**config.mk**
```make
export PLATFORM = sky130hd
export DESIGN_NAME = xbar_traffic_gen_flat
export DESIGN_NICKNAME = d
export VERILOG_FILES = /design/src/rtl/xbar_traffic_gen_pkg.sv /design/src/rtl/xbar_traffic_gen_if.sv /design/src/rtl/xbar_traffic_gen_lfsr16.sv /design/src/rtl/xbar_traffic_gen.sv /design/src/flat_wrapper.sv
export SDC_FILE = /design/constraint.sdc
export NUM_CORES = 1
export LEC_CHECK = 0
export CAP_MARGIN = 40
export CORE_AREA = 2 2 129 131
export DETAILED_ROUTE_END_ITERATION = 10
export DIE_AREA = 0 0 131 133
export PLACE_DENSITY = 0.75
export SYNTH_ARGS = -nofsm -noshare
export SYNTH_HDL_FRONTEND = slang
export SYNTH_SLANG_ARGS = --single-unit
```
**constraint.sdc**
```tcl
create_clock -name clk -period 8.65 [get_ports clk]
set_input_delay 1.73 -clock clk [delete_from_list [all_inputs] [get_ports clk]]
set_output_delay 1.73 -clock clk [all_outputs]
set_load 0.05 [all_outputs]
```
**src/rtl/xbar_traffic_gen_pkg.sv**
```systemverilog
// Shared types and helpers for the crossbar traffic generator.
package xbar_traffic_gen_pkg;

    // Destination pattern selected at run start
    typedef enum logic [1:0] {
        MODE_IDENT   = 2'd0,
        MODE_ROTATE  = 2'd1,
        MODE_RANDOM  = 2'd2,
        MODE_HOTSPOT = 2'd3
    } gen_mode_e;

    // Run-control states
    typedef enum logic [2:0] {
        ST_IDLE = 3'd0,
        ST_ARM  = 3'd1,
        ST_HDR  = 3'd2,
        ST_PLD  = 3'd3,
        ST_DONE = 3'd4
    } gen_state_e;

    // Seed used when the requested RANDOM seed is zero (an all-zero LFSR never moves)
    localparam logic [15:0] LFSR_DEFAULT = 16'hACE1;

    // Galois feedback mask for x^16+x^14+x^13+x^11+1, right-shifting form
    localparam logic [15:0] LFSR_TAPS = 16'hB400;

    // Header word: zero-pad, 1'b1, dest[dw], slot[sw], 1'b0, parity.
    // Parity bit makes the whole word odd-parity. Result is right-aligned in 32 bits.
    function automatic logic [31:0] make_header(input logic [15:0] dest,
                                                input logic [15:0] slot,
                                                input int unsigned dw,
                                                input int unsigned sw);
        logic [31:0] w;
        w = 32'(1) << (dw + sw + 2);
        w = w | ((32'(dest) & ((32'(1) << dw) - 32'(1))) << (sw + 2));
        w = w | ((32'(slot) & ((32'(1) << sw) - 32'(1))) << 2);
        w = w | {31'b0, ~^w};
        return w;
    endfunction

endpackage

```
**src/rtl/xbar_traffic_gen_if.sv**
```systemverilog
// Control and data bundle between a run controller and the traffic generator.
interface xbar_traffic_gen_if
    import xbar_traffic_gen_pkg::*;
#(
    parameter int PORTS = 8,
    parameter int SLOTS = 4,
    parameter int PKT_W = 8
);
    localparam int DW = $clog2(PORTS);

    logic                     slot_tick;
    logic                     start;
    logic                     abort;
    gen_mode_e                mode;
    logic [15:0]              num_frames;
    logic [PKT_W-1:0]         pld_seed;
    logic [15:0]              lfsr_seed;
    logic [DW-1:0]            hot_port;

    logic [PORTS*PKT_W-1:0]   data;
    logic                     hdr_phase;
    logic                     busy;
    logic                     done;
    logic [15:0]              frame_cnt;

    // Run controller side
    modport master (
        output slot_tick, start, abort, mode, num_frames, pld_seed, lfsr_seed, hot_port,
        input  data, hdr_phase, busy, done, frame_cnt
    );

    // Generator side
    modport slave (
        input  slot_tick, start, abort, mode, num_frames, pld_seed, lfsr_seed, hot_port,
        output data, hdr_phase, busy, done, frame_cnt
    );
endinterface

```
**src/rtl/xbar_traffic_gen_lfsr16.sv**
```systemverilog
// 16-bit Galois LFSR (x^16+x^14+x^13+x^11+1) with synchronous load and step.
module xbar_traffic_gen_lfsr16
    import xbar_traffic_gen_pkg::*;
(
    input  logic        clk,
    input  logic        rst,
    input  logic        load,
    input  logic [15:0] seed,
    input  logic        step,
    output logic [15:0] q
);
    logic [15:0] lfsr_q;

    // Load has priority over step; one shift per step strobe
    always_ff @(posedge clk or negedge rst) begin
        if (!rst) begin
            lfsr_q <= LFSR_DEFAULT;
        end else if (load) begin
            lfsr_q <= seed;
        end else if (step) begin
            lfsr_q <= lfsr_q[0] ? ((lfsr_q >> 1) ^ LFSR_TAPS) : (lfsr_q >> 1);
        end
    end

    assign q = lfsr_q;
endmodule

```
**src/rtl/xbar_traffic_gen.sv**
```systemverilog
// Multi-port packet generator: per slot one header word per port, then one
// payload word per port, paced by slot_tick and run-controlled by start/abort.
module xbar_traffic_gen
    import xbar_traffic_gen_pkg::*;
#(
    parameter int PORTS = 8,
    parameter int SLOTS = 4,
    parameter int PKT_W = 8
)(
    input  logic                clk,
    input  logic                rst,
    xbar_traffic_gen_if.slave   bus
);
    localparam int DW = $clog2(PORTS);
    localparam int SW = $clog2(SLOTS);
    localparam logic [DW:0] PORTS_W = (DW + 1)'(PORTS);

    // The header occupies 1+DW+SW+1+1 bits; it must fit the word and the helper
    if (DW + SW + 3 > PKT_W || PKT_W > 32 || PORTS < 2 || SLOTS < 2) begin : g_bad_params
        $error("xbar_traffic_gen: header (DW+SW+3 bits) does not fit PKT_W or bad PORTS/SLOTS");
    end

    gen_state_e              state_q;
    gen_mode_e               mode_q;
    logic [15:0]             num_frames_q;
    logic [15:0]             frame_cnt_q;
    logic [DW-1:0]           hot_port_q;
    logic [DW-1:0]           rot_q;
    logic [SW-1:0]           slot_q;
    logic [PKT_W-1:0]        seq_q;
    logic [PORTS*PKT_W-1:0]  data_q;
    logic                    hdr_phase_q;
    logic                    busy_q;
    logic                    done_q;

    logic [15:0]             lfsr_val;
    logic [15:0]             lfsr_seed_eff;
    logic                    lfsr_load;
    logic                    lfsr_step;

    logic                    slot_wrap;
    logic                    last_slot;
    logic [SW-1:0]           slot_d;
    logic [DW-1:0]           rot_d;
    logic [DW:0]             lfsr_low;
    logic [DW-1:0]           rnd_base;
    logic [PORTS*PKT_W-1:0]  hdr_word;
    logic [PORTS*PKT_W-1:0]  pld_word;

    // slot_q is the slot currently on the wire; slot_d is the slot the next header carries
    assign slot_wrap = (slot_q == SW'(SLOTS - 1));
    assign last_slot = slot_wrap && (frame_cnt_q == num_frames_q - 16'd1);
    assign slot_d    = (state_q == ST_PLD) ? (slot_wrap ? '0 : slot_q + SW'(1)) : slot_q;
    assign rot_d     = (rot_q == DW'(PORTS - 1)) ? '0 : rot_q + DW'(1);

    // LFSR is loaded when a run is accepted and steps on every header entry
    assign lfsr_seed_eff = (bus.lfsr_seed == 16'd0) ? LFSR_DEFAULT : bus.lfsr_seed;
    assign lfsr_load     = (state_q == ST_IDLE) && bus.start && !bus.abort;
    assign lfsr_step     = bus.slot_tick && !bus.abort &&
                           ((state_q == ST_ARM) || ((state_q == ST_PLD) && !last_slot));

    xbar_traffic_gen_lfsr16 u_lfsr (
        .clk  (clk),
        .rst  (rst),
        .load (lfsr_load),
        .seed (lfsr_seed_eff),
        .step (lfsr_step),
        .q    (lfsr_val)
    );

    // Reduce the LFSR low bits below PORTS once so every per-port sum stays < 2*PORTS
    assign lfsr_low = {1'b0, lfsr_val[DW-1:0]};
    assign rnd_base = (lfsr_low >= PORTS_W) ? DW'(lfsr_low - PORTS_W) : lfsr_val[DW-1:0];

    for (genvar gi = 0; gi < PORTS; gi++) begin : g_port
        localparam logic [DW:0] PORT_IDX = (DW + 1)'(gi);
        logic [DW:0]   rot_sum;
        logic [DW:0]   rnd_sum;
        logic [DW-1:0] dest;
        logic [31:0]   hdr_full;

        assign rot_sum = {1'b0, rot_q} + PORT_IDX;
        assign rnd_sum = {1'b0, rnd_base} + PORT_IDX;

        // Destination per mode; modulo PORTS by a single compare-subtract
        always_comb begin
            dest = '0;
            case (mode_q)
                MODE_IDENT:   dest = PORT_IDX[DW-1:0];
                MODE_ROTATE:  dest = (rot_sum >= PORTS_W) ? DW'(rot_sum - PORTS_W) : rot_sum[DW-1:0];
                MODE_RANDOM:  dest = (rnd_sum >= PORTS_W) ? DW'(rnd_sum - PORTS_W) : rnd_sum[DW-1:0];
                MODE_HOTSPOT: dest = hot_port_q;
                default:      dest = PORT_IDX[DW-1:0];
            endcase
        end

        assign hdr_full = make_header(16'(dest), 16'(slot_d), DW, SW);
        assign hdr_word[gi*PKT_W +: PKT_W] = hdr_full[PKT_W-1:0];
        assign pld_word[gi*PKT_W +: PKT_W] = seq_q + PKT_W'(gi);
    end

    // Run FSM with latched config, counters and registered outputs; abort beats everything
    always_ff @(posedge clk or negedge rst) begin
        if (!rst) begin
            state_q      <= ST_IDLE;
            mode_q       <= MODE_IDENT;
            num_frames_q <= '0;
            frame_cnt_q  <= '0;
            hot_port_q   <= '0;
            rot_q        <= '0;
            slot_q       <= '0;
            seq_q        <= '0;
            data_q       <= '0;
            hdr_phase_q  <= 1'b0;
            busy_q       <= 1'b0;
            done_q       <= 1'b0;
        end else if (bus.abort) begin
            state_q     <= ST_IDLE;
            data_q      <= '0;
            hdr_phase_q <= 1'b0;
            busy_q      <= 1'b0;
            done_q      <= 1'b0;
        end else begin
            done_q <= 1'b0;
            case (state_q)
                ST_IDLE: begin
                    if (bus.start) begin
                        mode_q       <= bus.mode;
                        num_frames_q <= bus.num_frames;
                        hot_port_q   <= bus.hot_port;
                        slot_q       <= '0;
                        rot_q        <= '0;
                        seq_q        <= bus.pld_seed;
                        frame_cnt_q  <= '0;
                        if (bus.num_frames == 16'd0) begin
                            state_q <= ST_DONE;
                            done_q  <= 1'b1;
                        end else begin
                            state_q <= ST_ARM;
                            busy_q  <= 1'b1;
                        end
                    end
                end
                ST_ARM: begin
                    if (bus.slot_tick) begin
                        state_q     <= ST_HDR;
                        data_q      <= hdr_word;
                        hdr_phase_q <= 1'b1;
                        rot_q       <= rot_d;
                    end
                end
                ST_HDR: begin
                    if (bus.slot_tick) begin
                        state_q     <= ST_PLD;
                        data_q      <= pld_word;
                        hdr_phase_q <= 1'b0;
                        seq_q       <= seq_q + PKT_W'(1);
                    end
                end
                ST_PLD: begin
                    if (bus.slot_tick) begin
                        if (last_slot) begin
                            state_q     <= ST_DONE;
                            data_q      <= '0;
                            busy_q      <= 1'b0;
                            done_q      <= 1'b1;
                            frame_cnt_q <= frame_cnt_q + 16'd1;
                        end else begin
                            state_q     <= ST_HDR;
                            data_q      <= hdr_word;
                            hdr_phase_q <= 1'b1;
                            slot_q      <= slot_d;
                            rot_q       <= rot_d;
                            if (slot_wrap) begin
                                frame_cnt_q <= frame_cnt_q + 16'd1;
                            end
                        end
                    end
                end
                ST_DONE: begin
                    state_q <= ST_IDLE;
                end
                default: begin
                    state_q <= ST_IDLE;
                end
            endcase
        end
    end

    assign bus.data      = data_q;
    assign bus.hdr_phase = hdr_phase_q;
    assign bus.busy      = busy_q;
    assign bus.done      = done_q;
    assign bus.frame_cnt = frame_cnt_q;
endmodule
```
**src/flat_wrapper.sv**
```systemverilog
// flat-port wrapper written by rule: the top's interface ports become plain ports
module xbar_traffic_gen_flat import xbar_traffic_gen_pkg::*;
#(
    parameter int PORTS = 8,
    parameter int SLOTS = 4,
    parameter int PKT_W = 8
)
  (clk, rst, bus_slot_tick, bus_start, bus_abort, bus_mode, bus_num_frames, bus_pld_seed, bus_lfsr_seed, bus_hot_port, bus_data, bus_hdr_phase, bus_busy, bus_done, bus_frame_cnt);
  xbar_traffic_gen_if #(.PORTS(PORTS), .SLOTS(SLOTS), .PKT_W(PKT_W)) bus_i ();
  input  logic clk;
  input  logic rst;
  input wire logic [$bits(bus_i.slot_tick)-1:0] bus_slot_tick;
  input wire logic [$bits(bus_i.start)-1:0] bus_start;
  input wire logic [$bits(bus_i.abort)-1:0] bus_abort;
  input wire logic [$bits(bus_i.mode)-1:0] bus_mode;
  input wire logic [$bits(bus_i.num_frames)-1:0] bus_num_frames;
  input wire logic [$bits(bus_i.pld_seed)-1:0] bus_pld_seed;
  input wire logic [$bits(bus_i.lfsr_seed)-1:0] bus_lfsr_seed;
  input wire logic [$bits(bus_i.hot_port)-1:0] bus_hot_port;
  output wire logic [$bits(bus_i.data)-1:0] bus_data;
  output wire logic [$bits(bus_i.hdr_phase)-1:0] bus_hdr_phase;
  output wire logic [$bits(bus_i.busy)-1:0] bus_busy;
  output wire logic [$bits(bus_i.done)-1:0] bus_done;
  output wire logic [$bits(bus_i.frame_cnt)-1:0] bus_frame_cnt;
  assign bus_i.slot_tick = bus_slot_tick;
  assign bus_i.start = bus_start;
  assign bus_i.abort = bus_abort;
  assign bus_i.mode = bus_mode;
  assign bus_i.num_frames = bus_num_frames;
  assign bus_i.pld_seed = bus_pld_seed;
  assign bus_i.lfsr_seed = bus_lfsr_seed;
  assign bus_i.hot_port = bus_hot_port;
  assign bus_data = bus_i.data;
  assign bus_hdr_phase = bus_i.hdr_phase;
  assign bus_busy = bus_i.busy;
  assign bus_done = bus_i.done;
  assign bus_frame_cnt = bus_i.frame_cnt;
  xbar_traffic_gen #(.PORTS(PORTS), .SLOTS(SLOTS), .PKT_W(PKT_W)) u_core (.clk(clk), .rst(rst), .bus(bus_i));
endmodule
```
==> impl_metrics.json, run 1 <==
{
  "status": "complete, no violations",
  "grt_max_degree": 68,
  "antenna_found_initial": 0,
  "die_h_microns": 133,
  "critical_path_peak_fanout": 27,
  "pre_cts_ws_ns": 4.26,
  "die_w_microns": 131,
  "post_cts_resize_count": 0,
  "netlist_top_cells_area": "dfrtp_1, nand2_1, xnor2_1, nor2_1, xor2_1",
  "yosys-top-cells-count": "nand2_1, dfrtp_1, nor2_1, o21ai_0, xnor2_1",
  "synthCells": 880,
  "synth-xor-area-share_pct": 10.1,
  "cts_buffers": 17,
  "yosysWarnings": 0,
  "boundaryPins": 133,
  "rows": 47,
  "busiest_layer": "met2",
  "ys_types": 68,
  "clockBufferDepth": 2,
  "start_util_pct": 48.4,
  "synth_compound_area_share_pct": 19.7,
  "fin_setup_tns_ns": 0,
  "overflow": 0,
  "tightest_slew_ns": 1.13,
  "vias": 6988,
  "rsz0062_at_grt": "no",
  "synth-edff-count": 0,
  "via_per_inst": 5.80,
  "port_buffers": 132,
  "leakage_nw": 4.17,
  "r2r_end": "u_core.bus.data[54]$_DFFE_PN0P_",
  "r2r_setup_slack_ns": 4.78,
  "antenna_left": 0,
  "setup_violations": 0,
  "cap_violations": 0,
  "core-area_sq_um": 16200,
  "critPathLaunchType": "input pin",
  "dp.cells": 1174,
  "finalCritPeriodShare_pct": 46.4,
  "holdPathStages": 2,
  "hp-start": "u_core.bus.data[55]$_DFFE_PN0P_",
  "hp-class": "reg -> reg",
  "synth_most_common_cell": "nand2_1",
  "numClockSinks": 132,
  "syn2layout_area_growth_pct": 24.7,
  "post_cts_buffers": 0,
  "first_global_vias": 6626,
  "grt_use_total_pct": 24.4,
  "syn-num-nets": 950,
  "grtUsageMet2_pct": 37.4,
  "grt_util_met1_pct": 34.1,
  "crit_chain": "clkdlybuf4s50_1 > inv_1 > and3_1 > o21a_1 > a221o_1",
  "ir_drop_v": 0.000151,
  "synth_top_family_by_area": "compound AO/OA/AOI/OAI gates",
  "ys_seq_area_share_pct": 42.3,
  "whs_endpoint": "u_core.bus.data[55]$_DFFE_PN0P_",
  "synthAdderAreaFrac_pct": 3.20,
  "synth-simple-area-share_pct": 18.9,
  "crit_arrival_ns": 4.37,
  "fin_skew_ns": 0.00813,
  "slew_viol_final": 0,
  "syn_area_per_cell_sq_um": 8.90,
  "powerDensity_nw_per_um2": 212,
  "drt-total-wl_mm": 20.6,
  "drt-wirelength-per-cell_microns": 17.1,
  "worstPathRequired_ns": 9.01,
  "grtUsageMet3_pct": 4.69,
  "crit_family": "compound AO/OA/AOI/OAI gates",
  "clock.fmax_mhz": 249,
  "critical_path_class": "in -> reg",
  "dp_hpwl_mm": 14.8,
  "synth_area_sq_um": 7830,
  "clock_latency_ns": 0.42,
  "stdcell_count": 1205,
  "synth.area.mux_share_pct": 1.02,
  "r2r_cells": 10,
  "gp_congestion": 0.853,
  "initialDrtViolationCount": 506,
  "drive_gt1_share_pct": 6.50,
  "worstSetupEndpointType": "flop",
  "relSlewSlack_pct": 24.9,
  "yosys.area.top_type": "dfrtp_1",
  "ctsHoldBuffers": 0,
  "setup_ws_ns": 4.64,
  "cts_root_buf": "clkbuf_16",
  "cts_max_level": 4,
  "synth_top_area_share_pct": 39.6,
  "layout.nets": 1043,
  "grt_pass1_wl_mm": 33.6,
  "drc": 0,
  "antenna_cells": 0,
  "drtPass1Iterations": 5,
  "final-hold-violation-count": 0,
  "cpPeakStageDelay_ns": 0.81,
  "ys_ff_latch": 132,
  "whs_ns": 0.485,
  "slowest_stage": "and3_1",
  "dieArea_sq_um": 17400,
  "r2r_start": "u_core.num_frames_q[0]$_DFFE_PN0P_",
  "ys_async_sr_fraction_pct": 100,
  "ys.flop_type": "dfrtp_1",
  "critPathBufInv": 2,
  "clkTransAtPathRegs_ns": 0.06,
  "fin_crit_ns": 4.01,
  "cts_tree": "built"
}
## metal layers
| metal | routed length [microns] | part of all wire, % |
|---|---|---|
| met5 | 0 | 0 |
| met4 | 515 | 2.5 |
| met3 | 1190 | 5.8 |
| met2 | 9540 | 46 |
| met1 | 9350 | 45 |
## sequential cells by signal (all words and copies together), names as in the netlist
signal / cells
u_core.bus.data: 60
u_core.bus.frame_cnt: 16
u_core.num_frames_q: 16
u_core.u_lfsr.q: 16
u_core.seq_q: 8
u_core.hot_port_q: 3
u_core.rot_q: 3
u_core.state_q: 3
u_core.mode_q: 2
u_core.slot_q: 2
u_core.bus.busy: 1
u_core.bus.done: 1
u_core.bus.hdr_phase: 1
## worst max-delay path by stage
stage	from	end	slack (ns)	cells past startpoint
2_1_floorplan	bus_slot_tick	u_core.bus.data[20]$_DFFE_PN0P_	5.19	8
3_3_place_gp	bus_abort	u_core.u_lfsr.q[7]$_DFFE_PN1P_	4.23	6
3_5_place_dp	bus_abort	u_core.bus.data[61]$_DFFE_PN0P_	4.26	5
4_1_cts	bus_abort	u_core.bus.data[61]$_DFFE_PN0P_	4.69	5
5_1_grt	u_core.num_frames_q[0]$_DFFE_PN0P_	u_core.bus.data[5]$_DFFE_PN0P_	4.42	10
6_report	bus_abort	u_core.bus.data[61]$_DFFE_PN0P_	4.64	5
## cell type report
type                    count  area [sq um]
clock buffers              23           458
clock inverters             8          55.1
fillers                  1388          6410
inverters                  23          86.3
multi-input cells         658          4150
flip-flops and latches    132          3310
well taps                 220           275
repair buffers            141          1430
## worst reg2reg max path: cells and delay by family, from the launching register on
family | cells | cell delay (ns)
compound gates | 3 | 1.22
xor+xnor | 1 | 0.16
buf+inv | 1 | 0.10
fa+ha+maj | 1 | 0.22
simple gates | 4 | 1.61
flops | 1 | 0.45
## logic make-up after synthesis
group / Yosys count
buffers and inverters: 90
AOI/OAI and AO/OA: 226
xor gates and xnor gates: 90
DFF: 132
muxes: 8
and+or+nand+nor: 314
adders and majority gates: 20
## metrics by stage
step                      area [sq um]  total power (W)  util [%]
final                             9760          0.00207      60.3
after global routing              9760          0.00218      60.3
after CTS                         9760          0.00207      60.3
after detailed placement          9250          0.00143      57.2
after global placement            9180          0.00142      56.7
after floorplan                   7830          0.00125         -
## cells in the final DEF (no fill, tap or decap), types with 17 or more instances in the layout
cell type / count
inv_1: 22
nand3_1: 17
a221o_1: 25
nor2_1: 85
a21oi_1: 47
nand2_1: 126
clkbuf_16: 17
dfrtp_1: 124
xnor2_1: 54
clkdlybuf4s50_1: 131
xor2_1: 36
o21ai_0: 56
ha_1: 20
## power by group
part	leakage, nW	switching, W	internal (W)
logic	2.19	0.000369	0.000256
clock network	0.243	0.000265	0.000371
registers	1.74	0.000109	0.000695
total	4.17	0.000743	0.00132
Power figures use the tool's default switching activity.
==> run 2: changes to the inputs <==
- CORE_AREA: 2 2 129 131 -> 2 2 130 132
- DIE_AREA: 0 0 131 133 -> 0 0 132 134
- PLACE_DENSITY: 0.75 -> 0.76
- clock period: 8.65 -> 3.2 ns (I/O delays scaled with it)
==> impl_metrics.json, run 2 (synthesis results as in run 1) <==
{
  "r2r_setup_slack_ns": 0.15,
  "cap_violations": 0,
  "crit_chain": "inv_1 > ha_1 > or4b_1 > nor4_2 > xnor2_1 > o311ai_2 > nor4_1 > nand4_2 > buf_4 > o21ai_0 > buf_4 > o21ai_0",
  "critical_path_peak_fanout": 6,
  "clkTransAtPathRegs_ns": 0.06,
  "pwr-share-comb_pct": 29.6,
  "syn2layout_area_growth_pct": 29.2,
  "p_switching_w": 0.00208,
  "setup_violations": 0,
  "first_global_vias": 6772,
  "r2r_cells": 12,
  "power.share.switching_pct": 34.2,
  "numClockSinks": 132,
  "rows": 47,
  "antenna_cells": 0,
  "largest_register_ffs": 60,
  "initialDrtViolationCount": 637,
  "power_frac_seq_pct": 35.4,
  "tightest_slew_ns": 0.734,
  "cts_buffers": 17,
  "dieArea_sq_um": 17700,
  "core-area_sq_um": 16300,
  "powerDensity_nw_per_um2": 602,
  "crit_arrival_ns": 3.35,
  "ir_drop_v": 0.000439,
  "grt_max_degree": 62,
  "cts_max_level": 4,
  "ctsHoldBuffers": 0,
  "overflow": 0,
  "cpPeakStageDelay_ns": 0.51,
  "gp_congestion": 0.884,
  "clockBufferDepth": 2,
  "leakage_nw": 4.36,
  "antenna_left": 0,
  "die_h_microns": 134,
  "worstSetupEndpointType": "flop",
  "final_common_cell": "clkdlybuf4s50_1",
  "die_w_microns": 132,
  "start_util_pct": 48.1,
  "grt_pass1_wl_mm": 34.7,
  "nFillCells": 1369,
  "fin_setup_tns_ns": 0,
  "grt_use_total_pct": 24.4,
  "r2r_end": "u_core.bus.data[7]$_DFFE_PN0P_",
  "slew_viol_final": 0,
  "boundaryPins": 133,
  "post_cts_buffers": 0,
  "drt-total-wl_mm": 21.3,
  "final-hold-violation-count": 0,
  "via_per_inst": 5.74,
  "hp-class": "in -> async",
  "r2r_start": "u_core.num_frames_q[0]$_DFFE_PN0P_",
  "dp_hpwl_mm": 15.1,
  "drive_gt1_share_pct": 9.68,
  "antenna_found_initial": 0,
  "fin_area_sq_um": 10100,
  "drtPass1Iterations": 5,
  "drc": 0,
  "postPlaceCellArea_sq_um": 9450,
  "fin_skew_ns": 0.00832,
  "final_cell_mix": "clkdlybuf4s50_1, nand2_1, dfrtp_1, nor2_1, o21ai_0",
  "worstPathRequired_ns": 3.50,
  "slowest_stage": "or4b_1",
  "status": "complete, no violations",
  "power.share.clock_pct": 35.0,
  "layout.nets": 1069,
  "drt-wirelength-per-cell_microns": 17.3,
  "cts_tree": "built",
  "clock.fmax_mhz": 328,
  "vias": 7071,
  "finalCritPeriodShare_pct": 95.2,
  "critPathLaunchType": "flop",
  "p_int_w": 0.00401,
  "clock_latency_ns": 0.43,
  "critical_path_class": "reg -> reg",
  "relSlewSlack_pct": 50.6,
  "cts_root_buf": "clkbuf_16",
  "port_buffers": 132,
  "fin_crit_ns": 3.05
}
[run 2: cell count changes in the layout (fill, tap and decap cells not counted), sizes merged]
cell    delta
bufinv     +4
buf       +26
inv        +1
clkbuf     -2
clkinv     -2
[run 2: metrics by stage]
step | power [W] | hold slack [ns] | cells | setup slack [ns] | util [%]
2_1_floorplan | 0.00338 | 0.344 | 880 | 0.110 | -
3_3_place_gp | 0.00391 | 0.473 | 1200 | 0.159 | 58.0
3_5_place_dp | 0.00395 | 0.484 | 1200 | -0.0379 | 58.0
4_1_cts | 0.00608 | 0.264 | 1232 | 0.0430 | 62.0
5_1_grt | 0.00638 | 0.292 | 1232 | -0.0447 | 62.1
6_report | 0.00609 | 0.236 | 1232 | 0.153 | 62.1
[run 2: cell type report]
| class | count | area (sq um) | area share [%] |
|---|---|---|---|
| inverters | 23 | 86.3 | 0.854 |
| repair buffers | 167 | 1630 | 16.1 |
| clock buffers | 21 | 470 | 4.65 |
| flip-flops and latches | 132 | 3310 | 32.8 |
| well taps | 220 | 275 | 2.72 |
| multi-input cells | 658 | 4160 | 41.1 |
| clock inverters | 11 | 174 | 1.72 |
[run 2: repair_timing]
item / 4_1_cts / 5_1_grt
endpoints found under the setup margin: 13 / 70
pin swaps: 0 / 3
gates resized for setup: 1 / 3
[run 2: power groups by stage]
stage	registers [W]	logic [W]	clock network (W)
final	0.00215	0.00180	0.00213
after global placement	0.00217	0.00174	0
after CTS	0.00215	0.00179	0.00214
after detailed placement	0.00217	0.00177	0
after floorplan	0.00220	0.00117	0
after global routing	0.00219	0.00197	0.00222
[run 2: how the worst max path moves through the flow]
stage,start,to,slack (ns)
5_1_grt,u_core.num_frames_q[1]$_DFFE_PN0P_,u_core.rot_q[1]$_DFFE_PN0P_,-0.04
6_report,u_core.num_frames_q[0]$_DFFE_PN0P_,u_core.bus.data[7]$_DFFE_PN0P_,0.15
3_5_place_dp,u_core.num_frames_q[0]$_DFFE_PN0P_,u_core.bus.data[53]$_DFFE_PN0P_,-0.04
2_1_floorplan,u_core.num_frames_q[0]$_DFFE_PN0P_,u_core.bus.data[14]$_DFFE_PN0P_,0.11
3_3_place_gp,u_core.num_frames_q[0]$_DFFE_PN0P_,u_core.bus.data[30]$_DFFE_PN0P_,0.16
4_1_cts,u_core.num_frames_q[0]$_DFFE_PN0P_,u_core.rot_q[2]$_DFFE_PN0P_,0.04
[run 2: per-layer routing]
layer	share of wire, %	global-route usage, %	vias up
met5	0	0	-
met4	2.1	7.79	0
met3	5.9	5.22	39
met2	48	40.1	261
met1	44	32.4	3414
li1	-	-	3357
[run 2: worst max-delay path, delay by kind of cell (launching register included)]
family | cells | cell delay [ns]
AND/OR/NAND/NOR | 4 | 1.17
buffers and inverters | 3 | 0.44
XOR/XNOR | 1 | 0.19
AO/OA/AOI/OAI | 3 | 0.51
flip-flops | 1 | 0.37
adder cells (fa/ha/maj) | 1 | 0.22
==> run 3: changes to the inputs <==
- ABC_CLOCK_PERIOD_IN_PS: default -> 3200
==> results of run 3 <==
No change in the layout: final DEF, timing and power equal those of run 2.
